### config.mk
export PLATFORM = sky130hd
export DESIGN_NAME = pp3_logic_cfg_loader_flat
export DESIGN_NICKNAME = d
export VERILOG_FILES = /design/src/rtl/pp3_logic_cfg_loader_if.sv /design/src/rtl/pp3_logic_cfg_loader.sv /design/src/flat_wrapper.sv
export SDC_FILE = /design/constraint.sdc
export NUM_CORES = 1
export LEC_CHECK = 0
export BUFFER_PORTS_ARGS = -buffer_cell sky130_fd_sc_hd__buf_4
export CAP_MARGIN = 20
export CELL_PAD_IN_SITES_DETAIL_PLACEMENT = 1
export CELL_PAD_IN_SITES_GLOBAL_PLACEMENT = 1
export CORE_UTILIZATION = 51
export DETAILED_ROUTE_END_ITERATION = 8
export PLACE_DENSITY_LB_ADDON = 0.12
export SLEW_MARGIN = 10
export SYNTH_ARGS = -nofsm -noshare
export SYNTH_HDL_FRONTEND = slang
export SYNTH_SLANG_ARGS = --single-unit
### constraint.sdc
create_clock -name qck -period 4.2 [get_ports qck]
set_input_delay 0.84 -clock qck [delete_from_list [all_inputs] [get_ports qck]]
set_output_delay 0.84 -clock qck [all_outputs]
set_load 0.02 [all_outputs]
### src/rtl/pp3_logic_cfg_loader_if.sv
// Bus bundle between the configuration port and the PP3 config loader.
//   Serial side : sdi (data bit, MSB first), sen (bit qualifier),
//                 abort (drop partial frame), errclr (clear sticky error)
//   Config side : cfg_we (write strobe), cfg_addr (cell address),
//                 cfg_data (cell control bits), busy, err, errcode, fcnt
// The loader uses the slave modport; the configuration source and its
// observers use the master modport.
interface pp3_logic_cfg_loader_if;
   logic       sdi;
   logic       sen;
   logic       abort;
   logic       errclr;
   logic       cfg_we;
   logic [7:0] cfg_addr;
   logic [8:0] cfg_data;
   logic       busy;
   logic       err;
   logic [1:0] errcode;
   logic [7:0] fcnt;

   modport slave (
      input  sdi, sen, abort, errclr,
      output cfg_we, cfg_addr, cfg_data, busy, err, errcode, fcnt
   );

   modport master (
      output sdi, sen, abort, errclr,
      input  cfg_we, cfg_addr, cfg_data, busy, err, errcode, fcnt
   );
endinterface

### src/rtl/pp3_logic_cfg_loader.sv
// Serial configuration writer for the PP3 logic-cell array.
// Hunts for a sync byte in the qualified bit stream (bit-sliding, no byte
// alignment), then collects ADDR(8), DATA(16) and CHK(8). One CHECK cycle
// validates checksum, address range and reserved bits; a good frame produces
// a single-cycle cfg_we with cfg_addr/cfg_data, a bad frame only latches the
// first error cause.
// Ports:
//   qck  - clock, rising edge
//   qrn  - asynchronous active-low reset
//   bus  - pp3_logic_cfg_loader_if.slave (serial in, config write out, status)
// cfg_data map: [0]TAS1 [1]TAS2 [2]TBS1 [3]TBS2 [4]BAS1 [5]BAS2 [6]BBS1
//               [7]BBS2 [8]Z_QCKS
//
// state   | meaning
// --------+------------------------------------------------------------
// S_HUNT  | sliding search for SYNC in the qualified bit stream
// S_ADDR  | shifting in 8 address bits
// S_DATA  | shifting in 16 data bits
// S_CHK   | shifting in 8 checksum bits
// S_CHECK | one-cycle validation; commit or flag error, then back to hunt
module pp3_logic_cfg_loader #(
   parameter int          NCELLS = 64,
   parameter logic [7:0]  SYNC   = 8'hA5
) (
   input  logic                      qck,
   input  logic                      qrn,
   pp3_logic_cfg_loader_if.slave     bus
);

   typedef enum logic [2:0] {
      S_HUNT  = 3'd0,
      S_ADDR  = 3'd1,
      S_DATA  = 3'd2,
      S_CHK   = 3'd3,
      S_CHECK = 3'd4
   } state_t;

   localparam logic [8:0] NCELLS_LIM = 9'(NCELLS);

   state_t      state, state_d;
   logic [4:0]  cnt, cnt_d;
   logic [7:0]  sync_sr, sync_d;
   logic [31:0] frame_sr, frame_d;
   logic [7:0]  sync_shift;

   logic [7:0]  f_addr;
   logic [15:0] f_data;
   logic [7:0]  f_chk;
   logic        chk_bad, addr_bad, rsv_bad;
   logic [1:0]  code_new;
   logic        commit, fail;

   // Frame fields once all 32 post-sync bits are in: {ADDR, DATA, CHK}.
   assign f_addr = frame_sr[31:24];
   assign f_data = frame_sr[23:8];
   assign f_chk  = frame_sr[7:0];

   assign chk_bad  = (f_addr ^ f_data[15:8] ^ f_data[7:0] ^ 8'hFF) != f_chk;
   assign addr_bad = {1'b0, f_addr} >= NCELLS_LIM;
   assign rsv_bad  = f_data[15:9] != 7'd0;

   // Checksum failure masks the other causes; address beats reserved bits.
   assign code_new = chk_bad  ? 2'b01 :
                     addr_bad ? 2'b10 : 2'b11;

   assign sync_shift = {sync_sr[6:0], bus.sdi};

   assign bus.busy = (state != S_HUNT);

   always_ff @(posedge qck or negedge qrn) begin
      if (!qrn) begin
         state    <= S_HUNT;
         cnt      <= 5'd0;
         sync_sr  <= 8'd0;
         frame_sr <= 32'd0;
      end else begin
         state    <= state_d;
         cnt      <= cnt_d;
         sync_sr  <= sync_d;
         frame_sr <= frame_d;
      end
   end

   always_comb begin
      state_d = state;
      cnt_d   = cnt;
      sync_d  = sync_sr;
      frame_d = frame_sr;
      commit  = 1'b0;
      fail    = 1'b0;

      case (state)
         S_HUNT: begin
            // The commit cycle (cfg_we high) is already back in hunt but must
            // not consume a bit, so the search is gated by cfg_we.
            if (bus.sen && !bus.cfg_we) begin
               sync_d = sync_shift;
               if (sync_shift == SYNC) begin
                  state_d = S_ADDR;
                  cnt_d   = 5'd0;
               end
            end
         end
         S_ADDR: begin
            if (bus.sen) begin
               frame_d = {frame_sr[30:0], bus.sdi};
               if (cnt == 5'd7) begin
                  state_d = S_DATA;
                  cnt_d   = 5'd0;
               end else begin
                  cnt_d = cnt + 5'd1;
               end
            end
         end
         S_DATA: begin
            if (bus.sen) begin
               frame_d = {frame_sr[30:0], bus.sdi};
               if (cnt == 5'd15) begin
                  state_d = S_CHK;
                  cnt_d   = 5'd0;
               end else begin
                  cnt_d = cnt + 5'd1;
               end
            end
         end
         S_CHK: begin
            if (bus.sen) begin
               frame_d = {frame_sr[30:0], bus.sdi};
               if (cnt == 5'd7) begin
                  state_d = S_CHECK;
                  cnt_d   = 5'd0;
               end else begin
                  cnt_d = cnt + 5'd1;
               end
            end
         end
         S_CHECK: begin
            state_d = S_HUNT;
            sync_d  = 8'd0;
            if (!chk_bad && !addr_bad && !rsv_bad) begin
               commit = 1'b1;
            end else begin
               fail = 1'b1;
            end
         end
         default: begin
            state_d = S_HUNT;
            cnt_d   = 5'd0;
            sync_d  = 8'd0;
         end
      endcase

      if (bus.abort) begin
         state_d = S_HUNT;
         cnt_d   = 5'd0;
         sync_d  = 8'd0;
         commit  = 1'b0;
         fail    = 1'b0;
      end
   end

   always_ff @(posedge qck or negedge qrn) begin
      if (!qrn) begin
         bus.cfg_we   <= 1'b0;
         bus.cfg_addr <= 8'd0;
         bus.cfg_data <= 9'h100;
         bus.fcnt     <= 8'd0;
      end else begin
         bus.cfg_we <= commit;
         if (commit) begin
            bus.cfg_addr <= f_addr;
            bus.cfg_data <= f_data[8:0];
            bus.fcnt     <= bus.fcnt + 8'd1;
         end
      end
   end

   // A new error overrides a same-cycle clear, even when err is already set.
   always_ff @(posedge qck or negedge qrn) begin
      if (!qrn) begin
         bus.err     <= 1'b0;
         bus.errcode <= 2'b00;
      end else if (fail && (!bus.err || bus.errclr)) begin
         bus.err     <= 1'b1;
         bus.errcode <= code_new;
      end else if (bus.errclr) begin
         bus.err     <= 1'b0;
         bus.errcode <= 2'b00;
      end
   end

endmodule

### src/flat_wrapper.sv
// flat-port wrapper written by rule: the top's interface ports become plain ports
module pp3_logic_cfg_loader_flat 
#(
   parameter int          NCELLS = 64,
   parameter logic [7:0]  SYNC   = 8'hA5
)
  (qck, qrn, bus_sdi, bus_sen, bus_abort, bus_errclr, bus_cfg_we, bus_cfg_addr, bus_cfg_data, bus_busy, bus_err, bus_errcode, bus_fcnt);
  pp3_logic_cfg_loader_if bus_i ();
  input  logic qck;
  input  logic qrn;
  input wire logic [$bits(bus_i.sdi)-1:0] bus_sdi;
  input wire logic [$bits(bus_i.sen)-1:0] bus_sen;
  input wire logic [$bits(bus_i.abort)-1:0] bus_abort;
  input wire logic [$bits(bus_i.errclr)-1:0] bus_errclr;
  output wire logic [$bits(bus_i.cfg_we)-1:0] bus_cfg_we;
  output wire logic [$bits(bus_i.cfg_addr)-1:0] bus_cfg_addr;
  output wire logic [$bits(bus_i.cfg_data)-1:0] bus_cfg_data;
  output wire logic [$bits(bus_i.busy)-1:0] bus_busy;
  output wire logic [$bits(bus_i.err)-1:0] bus_err;
  output wire logic [$bits(bus_i.errcode)-1:0] bus_errcode;
  output wire logic [$bits(bus_i.fcnt)-1:0] bus_fcnt;
  assign bus_i.sdi = bus_sdi;
  assign bus_i.sen = bus_sen;
  assign bus_i.abort = bus_abort;
  assign bus_i.errclr = bus_errclr;
  assign bus_cfg_we = bus_i.cfg_we;
  assign bus_cfg_addr = bus_i.cfg_addr;
  assign bus_cfg_data = bus_i.cfg_data;
  assign bus_busy = bus_i.busy;
  assign bus_err = bus_i.err;
  assign bus_errcode = bus_i.errcode;
  assign bus_fcnt = bus_i.fcnt;
  pp3_logic_cfg_loader #(.NCELLS(NCELLS), .SYNC(SYNC)) u_core (.qck(qck), .qrn(qrn), .bus(bus_i));
endmodule
* Yosys cells after proc, flatten, opt, wreduce, memory -nomap -nowiden *
Index checks and enable logic that the tools add are counted.
Widths: inputs -> output; s select.

storage, ports and cells
  logic and storage cells = 88
  bits of input ports = 6
  bits in registers = 76
  output and inout bits = 30

operators by class
  bitwise operators = 3
  order comparisons = 1
  muxes and demuxes = 33
  reductions and logical operators = 20
  equality and inequality tests = 19
  add/subtract/negate cells = 2

operator list
  kind                 count
  $mux 5               7
  $mux 3               9
  $pmux 5 s4           1
  $xor 8x8->8          2
  $ne 3x2->1 const B   5
  $mux 7               2
  $pmux 7 s2           1
  $pmux 3 s4           1
  $mux 1               9
  $ne 3x3->1 const B   3
  $add 8x1->8 const B  1
  $eq 8x8->1 const B   1
  $ge 8x7->1 const B   1
  $ne 8x8->1           1
  $not 8->8            1
  $reduce_and 8->1     1
  $reduce_bool 7->1    1
  $eq 3x2->1 const B   2
  $mux 2               3
  $add 5x1->5 const B  1
  $eq 5x3->1 const B   1
  $eq 5x4->1 const B   1
  $logic_not 1->1      5
  $reduce_and 5->1     1
  13 further kinds     17

* Depth between registers and ports, before layout *
Gate-level depths: netlist of the first run.

  depth in word-level cells = 12
  mapped depth = 8
  depth with buffers taken out = 8

* Worst setup path after synthesis of the first run *
No wires, ideal clock.

  path kind = input port to flip-flop
  from = in bus_abort
  to = reg u_core.bus.cfg_addr[0]
  data required time = 4.075 ns
  library setup time = 0.125 ns
  path buffers = 2
  stages = 5
  arrival time = 2.229 ns
  setup slack = 1.846 ns
  path through = buf_6 or4b_4 nor4_4 buf_6 mux2_4

on the way
  longest elaborated chain between the ends = 1

ends and longest elaborated chain
  element               line                           RTL
  start, declared       flat_wrapper.sv:13             input wire logic [$bits(bus_i.abort)-1:0] bus_abort;
  $mux 1                pp3_logic_cfg_loader.sv:153    if (bus.abort) begin
  end signal, assigned  pp3_logic_cfg_loader.sv:171    bus.cfg_addr <= f_addr;
  end, declared         pp3_logic_cfg_loader_if.sv:23  output cfg_we, cfg_addr, cfg_data, busy, err, errcode, fcnt

Every way passes these cells.
A chain may end at the register's enable or synchronous reset.

* Worst setup path in the final report of the first run *
  from = reg u_core.frame_sr[11]
  to = reg u_core.bus.cfg_addr[4]

on the way
  longest elaborated chain between the ends = 9

ends and longest elaborated chain
  element                          line                         RTL
  start, declared                  pp3_logic_cfg_loader.sv:43   logic [31:0] frame_sr, frame_d;
  start signal, assigned           pp3_logic_cfg_loader.sv:80   frame_sr <= frame_d;
  $xor 8x8->8                      pp3_logic_cfg_loader.sv:58   assign chk_bad = (f_addr ^ f_data[15:8] ^ f_data[7:0] ^ 8'hFF) != f_chk;
  $not 8->8 (no source line)       n/a
  $ne 8x8->1                       pp3_logic_cfg_loader.sv:58
  $logic_not 1->1                  pp3_logic_cfg_loader.sv:140  if (!chk_bad && !addr_bad && !rsv_bad) begin
  $logic_and 1x1->1 (2 in series)  pp3_logic_cfg_loader.sv:140
  $mux 1                           pp3_logic_cfg_loader.sv:140
  $mux 1                           pp3_logic_cfg_loader.sv:92   case (state)
  $mux 1                           pp3_logic_cfg_loader.sv:153

Every way passes these cells.

==> summary.md, run 1 <==
| Metric | Value |
|---|---|
| Outcome | `finished with violations` |
| Failing checks | `design-rule violations` |
| First-pass GRT wire length | `11940 um` |
| Reg2reg path depth | `6` |
| Post-Synthesis Cells | `276` |
| CP Buf/Inv Count | `1` |
| Placed Instances | `383` |
| Final #Nets | `324` |
| Top delay family on crit path | `simple AND/OR/NAND/NOR gates` |
| Final Hold Viols | `0` |
| RSZ-0062 raised after global routing | `no` |
| Final setup violation count | `0` |
| Final Cycle Share | `0.6339` |
| Number of H-tree levels | `3` |
| Met2 wire length | `3386 um` |
| Vias in the first global route | `2363` |
| Largest net degree at the start of global routing | `77` |
| Leakage | `2.096 nW` |
| Wl on met1 | `3311 um` |
| Max VDD drop | `0.1987 mV` |
| Vias post-DR | `2223` |
| Crit Path Class | `reg2reg` |
| Final min period | `2.662 ns` |
| Fill cells | `689` |
| Mapped cell area | `0.003547 mm2` |
| Number of CTS-inserted buffers | `9` |
| Highest routed layer | `met4` |
| PostCTS Resize Cnt | `0` |
| CTS hold repair buffers | `0` |
| Gr ovfl total | `0` |
| Routed WL per cell | `17.56 um` |
| EDFF count, synth | `0` |
| Post-synth top area cell | `dfrtp_1` |
| CTS Buffer Depth | `2` |
| Final Core Density | `0.6085` |
| Commonest non-fill, non-tap cell in the layout | `dfrtp_1` |
| Num ports | `36` |
| Crit path DAT | `2.90 ns` |
| FF+latch count, synth | `76` |
| Power per cell area | `342.9 mW/mm2` |
| Final GP Congestion | `0.7123` |
| Pre-antenna DRT Iters | `6` |
| Dominant synthesized flop cell | `dfrtp_1` |
| Final hold slack | `0.4673 ns` |
| Root buffer cell | `clkbuf_8` |
| Synthesis Warnings | `0` |
| Drt drc | `1` |
| Syn_area_per_cell | `12.85 um2` |
| Final wirelength | `7005 um` |
| Post-synth cell types | `48` |
| Antenna cells | `0` |
| Area grow syn2layout | `15.91%` |
| Die area | `0.007292 mm2` |
| Worst setup SP type | `register` |
| PortBufs | `35` |
| Fraction of layout cells with a size suffix above 1 | `0.3480` |
| Clock sink count | `76` |
| Crit path depth | `6` |
| CTS tree | `done` |
| GRT Resource Usage Total | `0.2147` |
| Initial Util | `0.5250` |
| 1st-iter DRT viols | `74` |
| Setup TNS | `0 ns` |
| Clk Latency, worst-skew pair | `0.35 ns` |
| Hold path cells | `1` |
| Non-filler cells, final | `399` |
| Antenna viol nets, final | `0` |
| Synth Net Count | `286` |
| Detail-routed via count per cell | `5.571` |
| Slew at the pin closest to its max-slew limit | `0.9618 ns` |
| WL met3 | `174 um` |
| Die height | `85.40 um` |
| Clock skew | `0.01215 ns` |
| CP required | `4.43 ns` |
| Relative slew slack | `0.3588` |
| Core Area | `0.006756 mm2` |
| Slowest cell on crit path | `nor4_4` |
| Critical path's largest stage delay | `0.78 ns` |
| Worst Path Max Fanout | `13` |
| Clock-pin slew on the worst setup and hold paths | `0.09 ns` |
| Fin. max-slew vios | `0` |
| Post-CTS setup buffer count | `0` |
| Peak Freq | `0.3756 GHz` |
| Max-cap violation count | `0` |
| Seq/Total Area, Yosys | `0.5365` |
| FFs w/ async S/R, synth | `1.000` |
| Initial antenna violation count | `0` |
| Synth area leaders | `dfrtp_1 (53%), mux2_2 (10%), mux2_4 (6.8%)` |
| Most frequent cells in the layout | `dfrtp_1 (75), buf_4 (37), mux2_2 (32)` |
| Hold WC Path Type | `reg2reg` |
| HPWL Detailed | `4623 um` |
| Die Span X | `85.40 um` |
| Synth top area share | `0.5291` |
| CP Capture Type | `register` |
| Worst path cell trace | `xor2_1 > xnor2_1 > nand4_2 > nor4_4 > buf_12 > mux2_4` |
| # rows | `30` |
## cells in the mapped netlist, drive strengths merged (3+ instances only)
master and n:
buf 8, nor3 10, xnor2 17, nand3 13, xor2 15, nor2b 4
a21oi 4, nand4 4, nor4 5, clkbuf 3, mux2 48, ha 4
nor2 9, and3 3, dfrtp 75, inv 11, o21ai 8, nand2 7
## state kept, by name, summed over array words and instances (netlist names)
signal	cells
u_core.bus.errcode	2
u_core.cnt	5
u_core.state	3
u_core.bus.cfg_data	9
u_core.bus.cfg_we	1
u_core.bus.fcnt	8
u_core.bus.err	1
u_core.sync_sr	7
u_core.bus.cfg_addr	8
u_core.frame_sr	32
## cell families after synthesis
group	after synthesis	synth area share
flip-flops	76	0.5365
buffers and inverters	22	0.03174
AND/OR/NAND/NOR	69	0.1199
multiplexers	48	0.1693
AO/OA/AOI/OAI	25	0.04939
adder cells (fa/ha/maj)	4	0.01411
XOR/XNOR	32	0.07901
## per-stage QoR
| stage | area (um2) | setup slack (ns) | power [mW] |
|---|---|---|---|
| 2_1_floorplan | 3547 | 1.846 | 0.7590 |
| 3_3_place_gp | 3874 | 1.378 | 0.7804 |
| 3_5_place_dp | 3874 | 1.352 | 0.7815 |
| 4_1_cts | 4105 | 1.529 | 1.424 |
| 5_1_grt | 4111 | 1.347 | 1.461 |
| 6_report | 4111 | 1.538 | 1.410 |
## per-layer routing
| layer | GRT usage | vias up |
|---|---|---|
| li1 | - | 1047 |
| met1 | 0.2893 | 1129 |
| met2 | 0.3460 | 33 |
| met3 | 0.03307 | 14 |
| met4 | 0.09545 | 0 |
| met5 | 0 | - |
## where the power goes
| group | switching [mW] | total, mW | leakage, nW | internal (mW) |
|---|---|---|---|---|
| Clock | 0.288 | 0.644 | 0.113 | 0.356 |
| Combinational | 0.0242 | 0.0307 | 0.926 | 0.00652 |
| Sequential | 0.00183 | 0.735 | 1.06 | 0.733 |
## final cells by class
class	instances	area, um2	share of cell area
flip-flops and latches	76	1903	0.4629
multi-input cells	178	1538	0.3740
repair buffers	38	297.8	0.07243
clock buffers	10	137.6	0.03348
well taps	80	100.1	0.02435
clock inverters	6	93.84	0.02282
inverters	11	41.29	0.01004
## worst reg2reg max path, stage by stage (launching register included)
cell     delay [ns]
dfrtp_1        0.43
xor2_1         0.25
xnor2_1        0.16
nand4_2        0.35
nor4_4         0.78
buf_12         0.25
mux2_4         0.32
## final timing paths
| path | end | start | slack [ns] |
|---|---|---|---|
| setup / recovery | u_core.bus.cfg_addr[4] | u_core.frame_sr[11] | 1.54 |
| hold / removal | u_core.bus.fcnt[7] | u_core.bus.fcnt[7] | 0.47 |
| setup reg to reg | u_core.bus.cfg_addr[4] | u_core.frame_sr[11] | 1.54 |
| hold reg to reg | u_core.bus.fcnt[7] | u_core.bus.fcnt[7] | 0.47 |
| max in group asynchronous | u_core.sync_sr[0] | qrn | 2.93 |
| min in group asynchronous | u_core.bus.fcnt[4] | qrn | 0.61 |
(Power assumes the default switching activity.)
==> inputs of run 2 (changes only) <==
ABC_AREA = 1   (was default)
CORE_UTILIZATION = 44   (was 51)
clock period = 2.5 ns   (was 4.2 ns; I/O delays follow)
==> summary.md, run 2 <==
| Metric | Value |
|---|---|
| Final setup violation count | `0 (unchanged)` |
| NetSw | `1.477 mW (+370%)` |
| Synth top area share | `0.4696 (-0.05947)` |
| Post-synth top area cell | `dfrtp_1` |
| Clock-pin slew on the worst setup and hold paths | `0.08 ns (about the same)` |
| Die area | `0.009467 mm2 (+30%)` |
| Max FFs per register | `32 (unchanged)` |
| CTS hold repair buffers | `0 (unchanged)` |
| Clk Latency, worst-skew pair | `0.35 ns (about the same)` |
| Initial Util | `0.4560 (-0.06897)` |
| Largest register by flop count | `u_core.frame_sr` |
| PortBufs | `35 (unchanged)` |
| Num ports | `36 (unchanged)` |
| Pre-antenna DRT Iters | `5 (-1)` |
| Die Span X | `97.30 um (+14%)` |
| Seq/Total Area, Yosys | `0.4762 (-0.06030)` |
| Number of CTS-inserted buffers | `9 (unchanged)` |
| Clock skew | `0.01078 ns (-0.001373 ns)` |
| Antenna viol nets, final | `0 (unchanged)` |
| Synth Net Count | `520 (+82%)` |
| Final min period | `2.211 ns (-0.4514 ns)` |
| Fin. max-slew vios | `0 (unchanged)` |
| Area grow syn2layout | `15.31%` |
| Peak Freq | `0.4523 GHz (+20%)` |
| Post-CTS setup buffer count | `0 (unchanged)` |
| Relative slew slack | `0.6278 (+0.2690)` |
| Worst setup SP type | `register` |
| Most frequent cell after synthesis | `nand2_1` |
| Dominant synthesized flop cell | `dfrtp_1` |
| Hold WC Path Type | `in2async` |
| FFs w/ async S/R, synth | `1.000 (unchanged)` |
| Post-route cell area | `0.004608 mm2 (+12%)` |
| Final worst slack | `0.2889 ns (-1.249 ns)` |
| Leakage | `2.421 nW (+15%)` |
| Combinational power share | `0.309 (+0.287)` |
| Clock sink count | `76 (unchanged)` |
| Slowest cell on crit path | `dfrtp_1` |
| Worst path cell trace | `inv_1 > nand3_1 > nor3_4 > inv_2 > nor2_4 > nand2_4 > o21ai_0 > nand2_1` |
| HPWL Detailed | `6622 um (+43%)` |
| Detail-routed via count per cell | `5.014 (-10%)` |
| Mapped cell area | `0.003996 mm2 (+13%)` |
| Synth area leaders | `dfrtp_1 (47%), nand2_1 (14%), inv_1 (6.0%)` |
| First-pass GRT wire length | `16550 um (+39%)` |
| CP required | `2.73 ns (-1.70 ns)` |
| Final Cycle Share | `0.8844 (+0.2505)` |
| Critical path's largest stage delay | `0.42 ns (-0.36 ns)` |
| Reg-to-Reg Start | `u_core.frame_sr[23]` |
| PostCTS Resize Cnt | `0 (unchanged)` |
| Final Hold Viols | `0 (unchanged)` |
| FF+latch count, synth | `76 (unchanged)` |
| Routed WL per cell | `14.05 um (-20%)` |
| Vias post-DR | `3309 (+49%)` |
| Final GP Congestion | `0.8099 (+14%)` |
| Commonest non-fill, non-tap cell in the layout | `nand2_1` |
| Crit Path Class | `reg2reg` |
| Reg2reg path depth | `8 (+2)` |
| Post-synth cell types | `32 (-33%)` |
| Clock power share | `0.294 (-0.163)` |
| Worst Path Max Fanout | `33 (+20)` |
| Slew at the pin closest to its max-slew limit | `0.5578 ns (-0.4040 ns)` |
| Final wirelength | `9273 um (+32%)` |
| Post-synth top cells | `nand2_1 (151), dfrtp_1 (75), inv_1 (64), nor2_1 (41), o21ai_0 (41)` |
| # rows | `34 (+13%)` |
| Worst setup path startpoint | `u_core.frame_sr[23]` |
| Post-Synthesis Cells | `510 (+85%)` |
| CP Capture Type | `register` |
| Pint | `2.450 mW (+120%)` |
| 1st-iter DRT viols | `88 (+19%)` |
| Final hold slack | `0.06637 ns (-0.4009 ns)` |
| RSZ-0062 raised after global routing | `no` |
| Synthesis Warnings | `0 (unchanged)` |
| Number of H-tree levels | `3 (unchanged)` |
| Core Area | `0.008763 mm2 (+30%)` |
| EDFF count, synth | `0 (unchanged)` |
| Vias in the first global route | `3483 (+47%)` |
| Largest net degree at the start of global routing | `65 (-16%)` |
| Initial antenna violation count | `0 (unchanged)` |
| Drt drc | `0 (-1)` |
| Die height | `97.30 um (+14%)` |
| Root buffer cell | `clkbuf_8` |
| Fraction of layout cells with a size suffix above 1 | `0.2138 (-0.1342)` |
| Crit path DAT | `2.44 ns (-0.46 ns)` |
| Final #Nets | `558 (+72%)` |
| Part of the power in registers | `0.398 (-0.124)` |
| Cell Area, Placed | `0.004369 mm2 (+13%)` |
| Non-filler cells, final | `660 (+65%)` |
| CTS tree | `done` |
| Pre-CTS WS | `0.4573 ns (-0.8943 ns)` |
| Sw Share | `0.3761 (+0.1535)` |
| Setup TNS | `0 ns (unchanged)` |
| Max VDD drop | `0.3525 mV (+77%)` |
| Placed Instances | `645 (+68%)` |
| Gr ovfl total | `0 (unchanged)` |
| CTS Buffer Depth | `2 (unchanged)` |
| GRT Resource Usage Total | `0.2171 (+0.002460)` |
| Largest registers | `u_core.frame_sr x32, u_core.bus.cfg_data x9` |
| Max-cap violation count | `0 (unchanged)` |
| Antenna cells | `0 (unchanged)` |
| Syn_area_per_cell | `7.836 um2 (-39%)` |
| Outcome | `finished, final reports clean` |
| Final Core Density | `0.5258 (-0.08268)` |
| Most frequent cells in the layout | `nand2_1 (151), dfrtp_1 (75), inv_1 (64)` |
| Pwr Total | `3.927 mW (+180%)` |
| Power per cell area | `852.1 mW/mm2 (+150%)` |
## run 2: critical path: cells and delay by family, from the launching register on
kind,cells,cell delay (ns)
AND/OR/NAND/NOR,5,1.09
AO/OA/AOI/OAI,1,0.33
flip-flops,1,0.42
buffers and inverters,2,0.25
## run 2: cell families (layout without fill, tap and decap cells)
group | after synthesis | count (layout) | synth area share
flops | 76 | 76 | 0.4762
xor+xnor | 7 | 7 | 0.01534
buf+inv | 90 | 132 | 0.09048
compound gates | 68 | 68 | 0.1033
fa+ha+maj | 4 | 4 | 0.01252
simple gates | 265 | 265 | 0.3021
## run 2: routing by layer
metal,global-route usage,up-vias,share of wire
li1,-,1665,-
met1,0.2779,1595,0.45
met2,0.3738,33,0.51
met3,0.03957,16,0.020
met4,0.06787,0,0.018
met5,0,-,0
## run 2: worst paths after layout
check / slack [ns] / end
worst min register to register: 0.49 / u_core.bus.cfg_data[2]
worst max register to register: 0.29 / u_core.bus.fcnt[3]
max in group asynchronous: 1.75 / u_core.bus.cfg_data[8]
worst max-delay path: 0.29 / u_core.bus.fcnt[3]
min in group qck: 0.40 / u_core.sync_sr[0]
worst min-delay path: 0.07 / u_core.bus.cfg_data[2]
## run 2: layout make-up
cell class / count / area (um2)
inverter: 79 / 296.5
clock inverter: 4 / 97.59
sequential: 76 / 1903
tap: 108 / 135.1
timing repair buffer: 38 / 297.8
fill: 1109 / 4155
multi-input combinational: 344 / 1737
clock buffer: 11 / 141.4
## run 2: power by group through the flow
stage	sequential [mW]	combinational [mW]	clock, mW
2_1_floorplan	1.54	0.929	0
3_3_place_gp	1.57	1.17	0
3_5_place_dp	1.59	1.21	0
4_1_cts	1.57	1.23	1.18
5_1_grt	1.59	1.41	1.22
6_report	1.56	1.21	1.15
